--- config.mk ---
export PLATFORM = sky130hd
export DESIGN_NAME = image_rom_streamer
export DESIGN_NICKNAME = d
export VERILOG_FILES = /design/src/rtl/image_rom_streamer.sv
export SDC_FILE = /design/constraint.sdc
export NUM_CORES = 1
export LEC_CHECK = 0
export ABC_CLOCK_PERIOD_IN_PS = 1900
export CAP_MARGIN = 0
export CORE_ASPECT_RATIO = 0.75
export CORE_UTILIZATION = 49
export CTS_CLUSTER_SIZE = 12
export DETAILED_ROUTE_END_ITERATION = 6
export PLACE_DENSITY = 0.88
export SLEW_MARGIN = 20
export SYNTH_ARGS = -nofsm -noshare
export SYNTH_HDL_FRONTEND = slang
export SYNTH_SLANG_ARGS = --single-unit
--- constraint.sdc ---
create_clock -name clk -period 1.9 [get_ports clk]
set_input_delay 0.19 -clock clk [delete_from_list [all_inputs] [get_ports clk]]
set_output_delay 0.19 -clock clk [all_outputs]
set_load 0.01 [all_outputs]
--- src/rtl/image_rom_streamer.sv ---
// rtl/image_rom_streamer.sv - sequential ImageROM reader presenting one word per cycle on a valid/ready stream
// Walks BASE_ADDR .. BASE_ADDR+NUM_WORDS-1 with start/abort/done control and a single output register.
module image_rom_streamer #(
  parameter logic [31:0] BASE_ADDR = 32'd0,
  parameter int unsigned NUM_WORDS = 160000
) (
  input  logic        clk,
  input  logic        reset,
  input  logic        start,
  input  logic        abort,
  output logic [31:0] rom_addr,
  input  logic [31:0] rom_rd,
  output logic [31:0] px_data,
  output logic        px_valid,
  input  logic        px_ready,
  output logic        px_last,
  output logic        busy,
  output logic        done
);

  typedef enum logic [1:0] {
    ST_IDLE  = 2'd0,
    ST_RUN   = 2'd1,
    ST_DRAIN = 2'd2
  } state_t;

  localparam logic [23:0] LAST_IDX = 24'(NUM_WORDS - 1);

  state_t      state_q, state_d;
  logic [23:0] idx_q, idx_d;
  logic [31:0] rom_addr_q, rom_addr_d;
  logic [31:0] px_data_q, px_data_d;
  logic        px_valid_q, px_valid_d;
  logic        px_last_q, px_last_d;
  logic        done_q, done_d;

  logic load;
  logic xfer;

  // The ROM read is combinational, so the output register can reload whenever it is empty or draining.
  assign load = !px_valid_q || px_ready;
  assign xfer = px_valid_q && px_ready;

  always_comb begin
    state_d    = state_q;
    idx_d      = idx_q;
    rom_addr_d = rom_addr_q;
    px_data_d  = px_data_q;
    px_valid_d = px_valid_q;
    px_last_d  = px_last_q;
    done_d     = 1'b0;

    case (state_q)
      ST_IDLE: begin
        idx_d      = 24'd0;
        rom_addr_d = BASE_ADDR;
        px_valid_d = 1'b0;
        px_last_d  = 1'b0;
        if (start && !abort) begin
          state_d = ST_RUN;
        end
      end
      ST_RUN: begin
        if (load) begin
          px_data_d  = rom_rd;
          px_valid_d = 1'b1;
          px_last_d  = (idx_q == LAST_IDX);
          idx_d      = idx_q + 24'd1;
          rom_addr_d = rom_addr_q + 32'd1;
          if (idx_q == LAST_IDX) begin
            state_d = ST_DRAIN;
          end
        end
      end
      ST_DRAIN: begin
        if (xfer && px_last_q) begin
          px_valid_d = 1'b0;
          px_last_d  = 1'b0;
          done_d     = 1'b1;
          idx_d      = 24'd0;
          rom_addr_d = BASE_ADDR;
          state_d    = ST_IDLE;
        end
      end
      default: begin
        state_d = ST_IDLE;
      end
    endcase

    // Abort beats every in-flight event, including the final transfer, and suppresses done.
    if (abort && (state_q != ST_IDLE)) begin
      state_d    = ST_IDLE;
      idx_d      = 24'd0;
      rom_addr_d = BASE_ADDR;
      px_valid_d = 1'b0;
      px_last_d  = 1'b0;
      done_d     = 1'b0;
    end
  end

  always_ff @(posedge clk) begin
    if (reset) begin
      state_q    <= ST_IDLE;
      idx_q      <= 24'd0;
      rom_addr_q <= BASE_ADDR;
      px_data_q  <= 32'd0;
      px_valid_q <= 1'b0;
      px_last_q  <= 1'b0;
      done_q     <= 1'b0;
    end else begin
      state_q    <= state_d;
      idx_q      <= idx_d;
      rom_addr_q <= rom_addr_d;
      px_data_q  <= px_data_d;
      px_valid_q <= px_valid_d;
      px_last_q  <= px_last_d;
      done_q     <= done_d;
    end
  end

  assign rom_addr = rom_addr_q;
  assign px_data  = px_data_q;
  assign px_valid = px_valid_q;
  assign px_last  = px_last_q;
  assign busy     = (state_q != ST_IDLE);
  assign done     = done_q;

endmodule

### Yosys cells after proc, flatten, opt, wreduce, memory -nomap -nowiden

Cells that the tools add are included.

* multiplexer cells: 17
* reduce and logical (&&, ||, !) cells: 15
* add/sub/neg operators: 2
* eq/ne operators: 7
* bitwise gates (word level): 1

Operators by type and width (count)
* $pmux W32 S3: 1
* $pmux W24 S3: 1
* $mux W32: 2
* $mux W24: 2
* $add A32 B1 Y32 const B: 1
* $add A24 B1 Y24 const B: 1
* $eq A24 B18 Y1 const B: 1
* $mux W2: 4
* $ne A2 B2 Y1 const B: 4
* $pmux W1 S3: 2
* $pmux W2 S3: 1
* $logic_and A1 B1 Y1: 4
* $mux W1: 4
* $reduce_and A4 Y1: 1
* $reduce_and A3 Y1: 1
* $reduce_bool A3 Y1: 1
* $reduce_or A3 Y1: 1
* $eq A2 B1 Y1 const B: 1
* $eq A2 B2 Y1 const B: 1
* $logic_not A1 Y1: 2
* $logic_not A2 Y1: 1
* $reduce_and A2 Y1: 1
* $reduce_bool A2 Y1: 1
* $reduce_or A2 Y1: 1
* 2 further kinds: 2

* register bits: 93
* output and inout bits: 68

### Longest topological paths before layout

* depth in word-level cells: 4
* depth in mapped cells: 7

### Least setup slack after synthesis

OpenSTA, ideal clock, no wires.

* path type: reg-to-reg
* from: register px_valid_q, in the netlist px_valid
* to: register rom_addr_q[31], in the netlist rom_addr[31]
* period minus slack after synthesis: 1.740 ns
* data required time: 1.837 ns
* data arrival time: 1.677 ns
* slack: 0.160 ns
* cell stages (with the launch flop): 6
* buffers on the path: 1
* cells stage by stage: dfxtp_1 -> nor2b_4 -> or4_1 -> buf_2 -> or4_1 -> nand3_1

* longest elaborated chain between the ends: 4

RTL lines
* from (decl): line 33 `logic px_valid_q, px_valid_d;`
* from (signal assigned): line 115 `px_valid_q <= px_valid_d;`
* $logic_and A1 B1 Y1 / $logic_not A1 Y1 (equally long branches): line 42, 41
* $logic_and A1 B1 Y1 / $logic_or A1 B1 Y1 (equally long branches): line 76, 41
* $ne A2 B2 Y1 (no source line)
* $reduce_and A3 Y1 (no source line) (*)
* to (signal assigned): line 113 `rom_addr_q <= rom_addr_d;`
* to (decl): line 31 `logic [31:0] rom_addr_q, rom_addr_d;`

Every way passes the cells marked *; elsewhere a longest branch is shown, timed or not.
A chain may end at the register's enable or synchronous reset.

### Worst setup path in the final report

* from: register px_valid_q, in the netlist px_valid
* to: register rom_addr_q[27], in the netlist rom_addr[27]

The elaborated chain is that of the path after synthesis.

==> flow_summary_export.csv <==
group,metric,value,unit
power,power_density,643,nW/um^2
yosys,seq_area_frac_synth,45.0,%
finish,layout_common_cells,"104 x clkdlybuf4s50_1, 98 x nand2_1, 88 x dfxtp_1",
run_status,outcome,"complete, no violations",
placed_design,place_ws,-0.122,ns
worst_setup_path,crit_chain,"nand4b_1, o211a_2, buf_4, nor3_1, nand3_1, mux2i_1",
power,ir_worst_vdd,445,uV
clock_tree,root_buffer,"clkbuf_8",
route,drt_iter0_drc,377,
yosys,yosysUniqueCellTypes,48,
worst_hold_path,worstHoldStart,"rom_rd[22]",
route,ant_nets,0,
yosys,synth_flop_cell,"dfxtp_1",
floorplan,die_area,8820,um^2
finish,mostFrequentLayoutCell,"clkdlybuf4s50_1",
worst_setup_path,worstPathMaxFanout,9,
yosys,ys_seq_elements,93,
worst_setup_path,cp_num_buf_inv,1,
placed_design,dp_hpwl,8620,um
floorplan,start_util,51.6,%
yosys,synth_edf_count,0,
route,wl_per_cell,15.8,um
power,leakage,2.02,nW
clock_tree,cts_tree,"done",
finish,area_growth_syn_to_layout,41.5,%
yosys,synth_fp_nets,555,
yosys,netlist_instances,516,
sta,fmax,550,MHz
worst_setup_path,cp.arrival,2.07,ns
sta,finalSetupViolations,0,
global_route,grt_pass1_vias,4013,
worst_setup_path,slowest_stage,"dfxtp_1",
route,drt-pass1-iter-count,5,
worst_setup_path,required,2.16,ns
route,vias,4448,
finish,instances_no_fill,763,
worst_setup_path,crit_family,"simple AND/OR/NAND/NOR gates",
global_route,grt_usage,27.2,%
sta,clock_skew,0.0101,ns
clock_tree,clk_pin_slew,0.09,ns
worst_setup_path,startpoint,"px_valid$_SDFFE_PP0P_",
yosys,synth_area_per_cell,8.02,um^2
sta,timing.final.crit_share,95.6,%
sta,slew_viol_final,0,
yosys,synth_warnings,0,
finish,nNetsFinal,692,
route,drc,0,
sta,setup_slack,0.0831,ns
floorplan,die_h,81.6,um
worst_hold_path,hold_path_class,"input port to register",
route,viasPerCell,5.83,
run,max-cap-violations,0,
placed_design,gp_congestion,0.926,
global_route,overflow,0,
placed_design,numPortBuffers,104,
global_route,grt_max_degree,49,
global_route,grt_antenna_before_repair,0,
route,wirelength,12100,um
worst_setup_path,startpoint_type,"register",
clock_tree,clkLatencyLatePin,0.37,ns
worst_setup_path,rr_startpoint,"px_valid$_SDFFE_PP0P_",
clock_tree,clock-sinks,93,
yosys,syn_area,4140,um^2
sta,final.setup.tns,0,ns
floorplan,rows,28,
global_route,grt_first_pass_wirelength,18900,um
sta,max_slew_margin,72.4,%
sta,fin_crit,1.82,ns
finish,diodes,0,
sta,worst_pin_slew,0.412,ns
placed_design,placed_area,5580,um^2
clock_tree,hold_buffers,0,
placed_design,dp.cells,744,
floorplan,core,8020,um^2
clock_tree,numCtsBuffers,9,
finish,drive_gt1_share,13.4,%
worst_setup_path,cp_slowest_stage_delay,0.47,ns
clock_tree,clk_path_buf_depth,2,
power,power,3.77,mW
worst_setup_path,worst_setup_path_end_kind,"register",
yosys,async_flop_share,0,%
finish,fillers,574,
finish,final_area,5860,um^2
floorplan,die_width,108,um
clock_tree,htreeDepth,3,
sta,hold_viol_final,0,
floorplan,io-pin-count,105,
worst_setup_path,worst-setup-path-type,"register to register",
-- synth_stat cells (all sizes together) (2+ instances only) --
master	n	area, um^2
clkbuf	20	75.1
nand2b	2	12.5
nand3	29	155
and4	10	87.6
xnor2	7	61.3
xor2	10	87.6
nor2	38	143
nor3	12	60.1
a311oi	4	35.0
a21oi	65	325
a31oi	7	43.8
inv	3	11.3
or3	11	68.8
and3	7	43.8
o211a	2	20.0
or2	2	12.5
nand2	98	368
buf	8	38.8
or4	2	15.0
o211ai	3	27.5
dfxtp	93	1860
nor4b	3	26.3
a211oi	2	15.0
and2	5	31.3
nand4	19	119
nor4	8	92.6
o21ai	28	140
a41oi	3	26.3
ha	2	25.0
nor2b	3	26.3
-- per-layer routing --
metal	global-route usage, %	part of all wire, %	up-vias
li1	-	-	2124
met5	0	0	-
met4	9.59	1.5	0
met1	34.8	42	2080
met2	44.9	48	224
met3	6.90	8.0	20
-- cell families after synthesis --
logic type / Yosys count / share of synthesized area, %
XOR/XNOR: 17 / 3.60
adder cells (fa/ha/maj): 2 / 0.604
AND/OR/NAND/NOR: 252 / 31.0
AO/OA/AOI/OAI: 120 / 16.5
flip-flops: 93 / 45.0
buffers and inverters: 31 / 3.02
multiplexers: 1 / 0.242
-- final timing paths --
path	to	slack (ns)	cells past startpoint
min reg2reg	px_data[13]$_SDFFE_PP0P_	0.46	2
max	rom_addr[27]$_SDFFE_PP0P_	0.08	6
max reg2reg	rom_addr[27]$_SDFFE_PP0P_	0.08	6
min	px_data[22]$_SDFFE_PP0P_	0.37	3
-- final cells by class --
class	instances	area, um^2	share of cell area (%)
Multi-Input combinational cell	392	2180	37.3
Inverter	3	11.3	0.192
Clock buffer	9	124	2.12
Tap cell	105	131	2.24
Timing Repair Buffer	154	1440	24.6
Clock inverter	7	96.3	1.65
Sequential cell	93	1870	31.9
-- through the flow --
step	hold WS (ns)	utilization [%]
6_report	0.367	73.0
5_1_grt	0.352	73.0
4_1_cts	0.360	72.3
3_5_place_dp	0.448	69.6
3_3_place_gp	0.441	69.6
2_1_floorplan	0.269	-
-- report_power, final --
part | switching, mW | internal [mW]
logic | 0.138 | 0.167
clock network | 0.721 | 0.748
registers | 0.0168 | 1.98
total | 0.876 | 2.89
-- repair_timing --
item / in CTS / in global routing
resized for setup: 0 / 11
setup endpoints to repair: 0 / 13
buffers inserted: 0 / 3
-- worst register-to-register path: cells and delay by family (launching register included) --
| family | cells | cell delay, ns |
|---|---|---|
| compound gates | 1 | 0.27 |
| buf+inv | 1 | 0.19 |
| flops | 1 | 0.47 |
| mux | 1 | 0.13 |
| simple gates | 3 | 0.66 |
-- sequential cells by signal, indices dropped and copies added, names as in the netlist --
signal    count
done          1
idx_q        24
px_data      32
px_last       1
px_valid      1
rom_addr     32
state_q       2
Power figures use the tool's default switching activity.
